<file path="src/rtl/dla_acl_ecc_pkg.sv">
// Shared definitions for the ECC background scrubber.
//   ECC_SCRUB_CNT_WIDTH : width of the saturating SEC/DED event counters.
//   ecc_scrub_state_t   : scrubber FSM state encoding.
package dla_acl_ecc_pkg;

    localparam int ECC_SCRUB_CNT_WIDTH = 16;

    typedef enum logic [2:0] {
        IDLE      = 3'd0,  // scrubbing disabled, address retained
        INTERVAL  = 3'd1,  // idle gap between word scrubs
        READ      = 3'd2,  // waiting for a free port to issue the read
        WAIT_DATA = 3'd3,  // read in flight through RAM + decoder
        WRITEBACK = 3'd4   // waiting for a free port to write corrected data
    } ecc_scrub_state_t;

endpackage

</file>
<file path="src/rtl/dla_acl_ecc_scrub_cnt.sv">
// Saturating event counter with synchronous clear.
//   clock, resetn : clock, asynchronous active-low reset
//   i_inc         : count one event this cycle
//   i_clear       : clear; an event in the same cycle leaves the count at 1
//   o_count       : current count, sticks at all-ones
module dla_acl_ecc_scrub_cnt
    import dla_acl_ecc_pkg::*;
(
    input  logic                           clock,
    input  logic                           resetn,
    input  logic                           i_inc,
    input  logic                           i_clear,
    output logic [ECC_SCRUB_CNT_WIDTH-1:0] o_count
);

    localparam int W = ECC_SCRUB_CNT_WIDTH;

    logic [W-1:0] count_q;
    logic [W-1:0] count_d;

    always_comb begin
        // NOTE: default to the held value first so no path leaves count_d unassigned (no latch).
        count_d = count_q;
        if (i_clear) begin
            count_d = i_inc ? W'(1) : '0;
        end else if (i_inc && (count_q != '1)) begin
            count_d = count_q + 1'b1;
        end
    end

    always_ff @(posedge clock or negedge resetn) begin
        if (!resetn) begin
            count_q <= '0;
        end else begin
            // NOTE: non-blocking so every register samples pre-edge values.
            count_q <= count_d;
        end
    end

    assign o_count = count_q;

endmodule

</file>
<file path="src/rtl/dla_acl_ecc_scrubber.sv">
// Background ECC scrubber: walks the RAM one word at a time, reads each word
// through the ECC decoder, writes back corrected data on single-bit errors,
// counts SEC/DED events and captures the address of the first DED.
//   clock, resetn                       : clock, asynchronous active-low reset
//   i_enable                            : scrubbing runs while high
//   i_port_busy                         : user owns the RAM port this cycle
//   i_user_wr_en/i_user_wr_addr         : snooped user writes (invalidate write-back)
//   o_rd_en/o_rd_addr                   : scrub read request
//   i_rd_data, i_single_error_corrected,
//   i_double_error_detected             : decoder output, READ_LATENCY after o_rd_en
//   o_wr_en/o_wr_addr/o_wr_data         : corrected-data write-back
//   i_clear                             : clears counters and the DED capture
//   o_sec_count/o_ded_count             : saturating event counters
//   o_ded_valid/o_ded_addr              : sticky first-DED capture
//   o_pass_done                         : pulse when the last word of a pass completes
module dla_acl_ecc_scrubber
    import dla_acl_ecc_pkg::*;
#(
    parameter int ADDR_WIDTH     = 10,
    parameter int DATA_WIDTH     = 32,
    parameter int NUM_WORDS      = 2 ** ADDR_WIDTH,
    parameter int READ_LATENCY   = 3,
    parameter int SCRUB_INTERVAL = 256
) (
    input  logic                           clock,
    input  logic                           resetn,
    input  logic                           i_enable,
    input  logic                           i_port_busy,
    input  logic                           i_user_wr_en,
    input  logic [ADDR_WIDTH-1:0]          i_user_wr_addr,
    output logic                           o_rd_en,
    output logic [ADDR_WIDTH-1:0]          o_rd_addr,
    input  logic [DATA_WIDTH-1:0]          i_rd_data,
    input  logic                           i_single_error_corrected,
    input  logic                           i_double_error_detected,
    output logic                           o_wr_en,
    output logic [ADDR_WIDTH-1:0]          o_wr_addr,
    output logic [DATA_WIDTH-1:0]          o_wr_data,
    input  logic                           i_clear,
    output logic [ECC_SCRUB_CNT_WIDTH-1:0] o_sec_count,
    output logic [ECC_SCRUB_CNT_WIDTH-1:0] o_ded_count,
    output logic                           o_ded_valid,
    output logic [ADDR_WIDTH-1:0]          o_ded_addr,
    output logic                           o_pass_done
);

    localparam int                    IW        = $clog2(SCRUB_INTERVAL + 2);
    localparam int                    LW        = $clog2(READ_LATENCY + 1);
    localparam logic [IW-1:0]         IVL_LOAD  = IW'(SCRUB_INTERVAL);
    localparam logic [LW-1:0]         LAT_LOAD  = LW'(READ_LATENCY - 1);
    localparam logic [ADDR_WIDTH-1:0] LAST_ADDR = ADDR_WIDTH'(NUM_WORDS - 1);

    ecc_scrub_state_t        state_q, state_d;
    logic [ADDR_WIDTH-1:0]   addr_q, addr_d;
    logic [IW-1:0]           ivl_q, ivl_d;
    logic [LW-1:0]           lat_q, lat_d;
    logic                    inv_q, inv_d;
    logic [DATA_WIDTH-1:0]   data_q, data_d;
    logic                    ded_valid_q, ded_valid_d;
    logic [ADDR_WIDTH-1:0]   ded_addr_q, ded_addr_d;

    logic user_hit;
    logic rd_issue;
    logic sample;
    logic sec_evt;
    logic ded_evt;
    logic wb_cancel;
    logic wr_issue;
    logic word_done;

    // A user write to the scrub address makes the captured data stale.
    assign user_hit  = i_user_wr_en && (i_user_wr_addr == addr_q);
    assign rd_issue  = (state_q == READ) && !i_port_busy;
    assign sample    = (state_q == WAIT_DATA) && (lat_q == '0);
    // Both status bits set is treated as an uncorrectable error only.
    assign sec_evt   = sample && i_single_error_corrected && !i_double_error_detected;
    assign ded_evt   = sample && i_double_error_detected;
    assign wb_cancel = inv_q || user_hit;
    assign wr_issue  = (state_q == WRITEBACK) && !i_port_busy && !wb_cancel;
    // A word ends at sampling unless a live write-back is pending, otherwise
    // when the write-back issues or is cancelled.
    assign word_done = (sample && !(sec_evt && !wb_cancel)) ||
                       ((state_q == WRITEBACK) && (wb_cancel || !i_port_busy));

    always_comb begin
        state_d = state_q;
        addr_d  = addr_q;
        ivl_d   = ivl_q;
        lat_d   = lat_q;
        inv_d   = inv_q;
        data_d  = data_q;

        case (state_q)
            IDLE: begin
                if (i_enable) begin
                    state_d = INTERVAL;
                    ivl_d   = IVL_LOAD;
                end
            end
            INTERVAL: begin
                // No word is in progress yet, so disabling stops immediately.
                if (!i_enable) begin
                    state_d = IDLE;
                end else if (ivl_q == '0) begin
                    state_d = READ;
                end else begin
                    ivl_d = ivl_q - 1'b1;
                end
            end
            READ: begin
                if (!i_port_busy) begin
                    state_d = WAIT_DATA;
                    lat_d   = LAT_LOAD;
                    inv_d   = user_hit;
                end
            end
            WAIT_DATA: begin
                if (user_hit) begin
                    inv_d = 1'b1;
                end
                if (lat_q != '0) begin
                    lat_d = lat_q - 1'b1;
                end else if (sec_evt && !wb_cancel) begin
                    state_d = WRITEBACK;
                    data_d  = i_rd_data;
                end
            end
            WRITEBACK: begin
                if (user_hit) begin
                    inv_d = 1'b1;
                end
            end
            default: state_d = IDLE;
        endcase

        if (word_done) begin
            addr_d  = (addr_q == LAST_ADDR) ? '0 : addr_q + 1'b1;
            state_d = i_enable ? INTERVAL : IDLE;
            ivl_d   = IVL_LOAD;
        end
    end

    // First-DED capture; a clear in the same cycle as a DED re-arms and recaptures.
    always_comb begin
        ded_valid_d = ded_valid_q;
        ded_addr_d  = ded_addr_q;
        if (i_clear) begin
            ded_valid_d = ded_evt;
            ded_addr_d  = ded_evt ? addr_q : '0;
        end else if (ded_evt && !ded_valid_q) begin
            ded_valid_d = 1'b1;
            ded_addr_d  = addr_q;
        end
    end

    always_ff @(posedge clock or negedge resetn) begin
        if (!resetn) begin
            state_q     <= IDLE;
            addr_q      <= '0;
            ivl_q       <= '0;
            lat_q       <= '0;
            inv_q       <= 1'b0;
            data_q      <= '0;
            ded_valid_q <= 1'b0;
            ded_addr_q  <= '0;
        end else begin
            state_q     <= state_d;
            addr_q      <= addr_d;
            ivl_q       <= ivl_d;
            lat_q       <= lat_d;
            inv_q       <= inv_d;
            data_q      <= data_d;
            ded_valid_q <= ded_valid_d;
            ded_addr_q  <= ded_addr_d;
        end
    end

    dla_acl_ecc_scrub_cnt u_sec_cnt (
        .clock   (clock),
        .resetn  (resetn),
        .i_inc   (sec_evt),
        .i_clear (i_clear),
        .o_count (o_sec_count)
    );

    dla_acl_ecc_scrub_cnt u_ded_cnt (
        .clock   (clock),
        .resetn  (resetn),
        .i_inc   (ded_evt),
        .i_clear (i_clear),
        .o_count (o_ded_count)
    );

    // Requests are gated by i_port_busy combinationally so they issue in the
    // very cycle the port frees up.
    assign o_rd_en     = rd_issue;
    assign o_rd_addr   = addr_q;
    assign o_wr_en     = wr_issue;
    assign o_wr_addr   = addr_q;
    assign o_wr_data   = data_q;
    assign o_ded_valid = ded_valid_q;
    assign o_ded_addr  = ded_addr_q;
    assign o_pass_done = word_done && (addr_q == LAST_ADDR);

endmodule
</file>
<file path="config.mk">
export PLATFORM = sky130hd
export DESIGN_NAME = dla_acl_ecc_scrubber
export DESIGN_NICKNAME = d
export VERILOG_FILES = /design/src/rtl/dla_acl_ecc_pkg.sv /design/src/rtl/dla_acl_ecc_scrub_cnt.sv /design/src/rtl/dla_acl_ecc_scrubber.sv
export SDC_FILE = /design/constraint.sdc
export NUM_CORES = 1
export LEC_CHECK = 0
export ABC_CLOCK_PERIOD_IN_PS = 2400
export BUFFER_PORTS_ARGS = -buffer_cell sky130_fd_sc_hd__buf_4
export CORE_ASPECT_RATIO = 1.4
export CORE_MARGIN = 2
export CORE_UTILIZATION = 40
export DETAILED_ROUTE_END_ITERATION = 7
export GPL_TIMING_DRIVEN = 0
export HOLD_SLACK_MARGIN = 0.08
export PLACE_DENSITY_LB_ADDON = 0.12
export SETUP_SLACK_MARGIN = 0.1
export SYNTH_ARGS = -nofsm -noshare
export SYNTH_HDL_FRONTEND = slang
export SYNTH_SLANG_ARGS = --single-unit
</file>
<file path="constraint.sdc">
create_clock -name clock -period 2.4 [get_ports clock]
set_input_delay 0.48 -clock clock [delete_from_list [all_inputs] [get_ports clock]]
set_output_delay 0.48 -clock clock [all_outputs]
set_load 0.02 [all_outputs]
</file>
### After elaboration in Yosys (flattened, before gate mapping)

Index checks and enable logic that the tools add are counted.

| cells by class | value |
|---|---|
| bitwise logic cells | 1 |
| equal/unequal tests | 19 |
| add/subtract/negate cells | 5 |
| multiplexer cells | 32 |
| reduce and logical (&&, ||, !) cells | 39 |

Operators by type and width:

| operator | count |
|---|---|
| 16-bit 2-to-1 mux | 4 |
| 10-bit 2-to-1 mux | 4 |
| 9-bit 2-to-1 mux | 4 |
| 16-bit by 1-bit adder with 16-bit output, second input constant | 2 |
| 16-bit != test, second input constant | 2 |
| 3-bit 2-to-1 mux | 7 |
| 9-bit case mux with 2 select lines | 1 |
| 1-bit logical AND | 15 |
| 3-bit != test, second input constant | 5 |
| 3-bit case mux with 5 select lines | 1 |
| 2-bit nonzero test | 6 |
| 10-bit by 1-bit adder with 10-bit output, second input constant | 1 |
| 10-bit equality test | 1 |
| 10-bit equality test, second input constant | 1 |
| 9-bit logical NOT | 1 |
| 3-bit AND reduction | 3 |
| 9-bit by 1-bit subtractor with 9-bit output, second input constant | 1 |
| 1-bit 2-to-1 mux | 7 |
| 3-bit by 2-bit equality test with 1-bit output, second input constant | 2 |
| 6-bit AND reduction | 1 |
| 1-bit logical NOT | 5 |
| 2-bit 2-to-1 mux | 2 |
| 2-bit by 1-bit != test with 1-bit output, second input constant | 2 |
| 2-bit != test, second input constant | 2 |
| other kinds (14) | 16 |

| storage, ports and cells | value |
|---|---|
| register bits after elaboration | 100 |
| logic and storage cells | 106 |

### Logic depth before layout (Yosys ltp)

| logic depth | value |
|---|---|
| depth after elaboration | 10 |
| gate-level depth with buffers | 9 |

### By module

From an unflattened synthesis, not the netlist that was laid out.

| unflattened totals | value |
|---|---|
| cell total of the unflattened synthesis | 483 |
| area total of the unflattened synthesis | 5,327.6 um^2 |

Modules (own cells, without submodules):

| module | times used | cells an instance | area each (um^2) |
|---|---|---|---|
| dla_acl_ecc_scrubber | 1 | 282 | 3,443.3 |
| dla_acl_ecc_scrub_cnt (u_ded_cnt) | 1 | 102 | 959.7 |
| dla_acl_ecc_scrub_cnt (u_sec_cnt) | 1 | 99 | 924.6 |

### Worst setup path before layout

Ideal clock, no wire load.

| timing path | value |
|---|---|
| kind | flip-flop to output port |
| from | register addr_q[6], in the netlist o_rd_addr[6] |
| to | output port o_pass_done |
| cell stages (with the launch flop) | 7 |
| path buffers | 1 |
| data arrival time | 1.787 ns |
| slack | 0.133 ns |
| data required time | 1.920 ns |
| cell sequence | dfrtp_1 > xnor2_1 > nand4_2 > o31ai_4 > a21boi_4 > buf_2 > nor2_1 |

| on the way | value |
|---|---|
| cells in the longest elaborated chain, start to end | 9 |
| elaborated cells between the ends (all ways) | 12 |
| those cells by class | eq/ne: 2; reduce/logical: 10 |

RTL lines:

| what | line | RTL |
|---|---|---|
| start, declared | dla_acl_ecc_scrubber.sv:54 | `logic [ADDR_WIDTH-1:0] addr_q, addr_d;` |
| start signal, assigned | dla_acl_ecc_scrubber.sv:168 | `addr_q <= addr_d;` |
| 10-bit equality test | dla_acl_ecc_scrubber.sv:72 | `assign user_hit = i_user_wr_en && (i_user_wr_addr == addr_q);` |
| 1-bit logical AND | dla_acl_ecc_scrubber.sv:72 |  |
| 1-bit logical OR | dla_acl_ecc_scrubber.sv:78 | `assign wb_cancel = inv_q \|\| user_hit;` |
| 1-bit logical NOT | dla_acl_ecc_scrubber.sv:82 | `assign word_done = (sample && !(sec_evt && !wb_cancel)) \|\|` |
| 1-bit logical AND | dla_acl_ecc_scrubber.sv:82 |  |
| 1-bit logical NOT | dla_acl_ecc_scrubber.sv:82 |  |
| 1-bit logical AND | dla_acl_ecc_scrubber.sv:82 |  |
| 1-bit logical OR | dla_acl_ecc_scrubber.sv:82 |  |
| 1-bit logical AND * | dla_acl_ecc_scrubber.sv:203 | `assign o_pass_done = word_done && (addr_q == LAST_ADDR);` |
| end, declared | dla_acl_ecc_scrubber.sv:44 | `output logic o_pass_done` |

Mark *: on every way between the ends. The rest lies on a longest branch, timed or not.

### Worst setup path after layout

| timing path | value |
|---|---|
| from | register addr_q[5], in the netlist o_rd_addr[5] |
| to | output port o_pass_done |

The elaborated chain is that of the path after synthesis.

==> results.cfg <==
[min_path]
hold_path_startpoint = i_rd_data[20]
hold_depth = 2
hp-class = in2reg
holdPathEnd = o_wr_data[20]

[floorplanning]
io_pins = 148
initial_core_util = 0.412
fp.dieW_um = 97.7
die_h_um = 135
dieArea_mm2 = 0.0132
core_area_mm2 = 0.0119
rows = 47

[place]
io_buffers = 146
dp_slack_ns = -0.0630
gp_congestion = 0.812
hpwl_um = 8830

[yosys]
syn-instance-count = 444
synth_fp_nets = 499
yosysSeqAreaShare = 0.509
synth_top_area_frac = 0.509
yosys_warnings = 0
synth_area_mm2 = 0.00492
synthDistinctLibCells = 60
ys.flop_type = dfrtp_1
synthArstFlopShare = 1.00
ys_ff_latch = 100
yosys.area.top_type = dfrtp_1
syn_avg_cell_area_um2 = 11.1
synth_edf_count = 0
synth_top_cells_by_area = dfrtp_1, mux2_1, xnor2_1, xor2_1, nor2_1

[timing]
worst_slack_ns = -0.0484
slew_viol_final = 0
slew_headroom = 0.389
setup_viol_count_final = 1
fin_skew_ns = 0.00836
rsz0062_at_grt = yes
worst_slew_pin_slew_ns = 0.913
fmax_mhz = 408
layout_min_cycle_time_ns = 2.45
final-hold-violation-count = 0
post-route-period-util = 1.02

[power_and_ir_drop]
power.leakage_uw = 0.00335
finalPower_uw = 6180
vdd_drop_max_mv = 0.452
p_per_area_mw_per_mm2 = 902

[finish]
final_common_cell = buf_4
multi_input_area_mm2 = 0.00228
diodes = 0
regArea_mm2 = 0.00251
drive_gt1_frac = 0.396
nFillCells = 1014
area_growth_pct = 39.2
fin_nets = 682
final_cell_mix = buf_4, dfrtp_1, nor2_1, mux2_1, nand2_1
utilization = 0.574

[route]
routed_wirelength_um = 12500
via_count = 4020
wl_per_cell_um = 16.0
routed_via_density = 5.16
drc = 0
drtPass1Iterations = 4
drtIter0Drc = 120
final_antenna_net_count = 0

[critical_path]
reg2reg_to = o_wr_data[9]
crit_arrival_ns = 1.97
worstSetupEndpointType = output pin
reg2reg_depth = 8
start_kind = flip-flop
worst-r2r-setup-slack_ns = 0.17
path_max_fanout = 7
r2r_start = o_rd_addr[5]
required_ns = 1.92
critPathKind = reg2out

[global_routing]
grt_antenna_before_repair = 0
grt_use_total = 0.187
grt_max_degree = 101
grt_pass1_vias = 3995
grt_overflow = 0
grt_first_pass_wirelength_um = 19800

[clock_tree]
cts_tree = built
path_clk_slew_ns = 0.07
cts_buffers = 9
cts_max_path_buffers = 2
htree_levels = 3
clock_latency_ns = 0.34
cts.sinks = 100
root_buffer = clkbuf_16

[outcome]
violations = negative setup slack
status = finished, violations left

[flow_run]
drv_cap = 0
[cell usage after synthesis, types with 4 or more instances]
cell        n
and3_1     10
o21ai_0    17
or3_1       5
xnor2_1    22
and4_1      6
dfrtp_1   100
buf_4      11
nor2b_1     4
and2_1      6
nand2_1    26
nand3_1    15
nand2b_1    7
o31ai_1     5
clkbuf_1    4
a22o_1     10
inv_1      13
nand4_1    16
mux2_1     27
xor2_1     19
nor2_1     43
ha_1        5
mux2_2      5
nor3_1      8
a21oi_1     8
buf_2       5
[per-layer routing]
| layer | track usage | part of all wire | vias to the layer above |
|---|---|---|---|
| met4 | 0.0733 | 0.024 | 0 |
| met2 | 0.338 | 0.55 | 94 |
| met3 | 0.0408 | 0.035 | 24 |
| met1 | 0.215 | 0.39 | 1974 |
| li1 | - | - | 1928 |
| met5 | 0 | 0 | - |
[cell families after synthesis]
group | Yosys count | synth area share
AO/OA/AOI/OAI | 64 | 0.101
XOR/XNOR | 42 | 0.0763
adder cells (fa/ha/maj) | 5 | 0.0127
buffers and inverters | 37 | 0.0427
flip-flops | 100 | 0.509
multiplexers | 34 | 0.0773
AND/OR/NAND/NOR | 162 | 0.181
[timing repair]
item,4_1_cts,5_1_grt
pin swaps,5,4
buffers inserted,10,14
gates resized for setup,17,13
endpoints found under the hold margin,0,35
endpoints found under the setup margin,2,23
hold buffers,0,1
[state kept, by name, summed over array words and instances (netlist names)]
register and cells:
o_wr_data 32, u_ded_cnt.o_count 16, u_sec_cnt.o_count 16, o_ded_addr 10
o_rd_addr 10, ivl_q 9, state_q 3, lat_q 2
inv_q 1, o_ded_valid 1
[final cells by class]
type	count	area share
multi-input cells	307	0.333
well taps	147	0.0269
flip-flops and latches	100	0.367
clock buffers	10	0.0334
plain buffers	24	0.0265
repair buffers	172	0.193
inverters	13	0.00712
clock inverters	6	0.0130
[how the worst max path moves through the flow]
stage / from / endpoint / slack, ns / cells past startpoint
final: o_rd_addr[5] / o_pass_done / -0.05 / 8
after global placement: lat_q[0] / o_pass_done / -0.04 / 8
after CTS: o_rd_addr[3] / o_pass_done / -0.08 / 8
after global routing: o_rd_addr[3] / o_pass_done / -0.11 / 7
after detailed placement: lat_q[0] / o_pass_done / -0.06 / 8
after floorplan: o_rd_addr[6] / o_pass_done / 0.13 / 6
[report_power, final]
part	switching (uW)	internal, uW
Sequential	283	2080
Combinational	1220	1060
Clock	630	914
[critical path, stage by stage, from the launching register on]
cell and delay [ns]:
dfrtp_1 0.39, buf_6 0.14, xnor2_2 0.11, nand4_1 0.22, o31ai_4 0.32, a21boi_4 0.10
buf_6 0.14, nor2_4 0.07, buf_6 0.12
[metrics by stage]
stage | hold slack [ns] | setup TNS [ns] | instance area [um^2] | instances
5_1_grt | 0.335 | -0.169 | 6850 | 779
2_1_floorplan | 0.184 | 0 | 4920 | 444
3_3_place_gp | 0.477 | -0.0356 | 6200 | 737
4_1_cts | 0.330 | -0.100 | 6660 | 763
3_5_place_dp | 0.482 | -0.0630 | 6200 | 737
6_report | 0.342 | -0.0484 | 6850 | 779
Note: power is estimated with default switching activity, not from simulation.
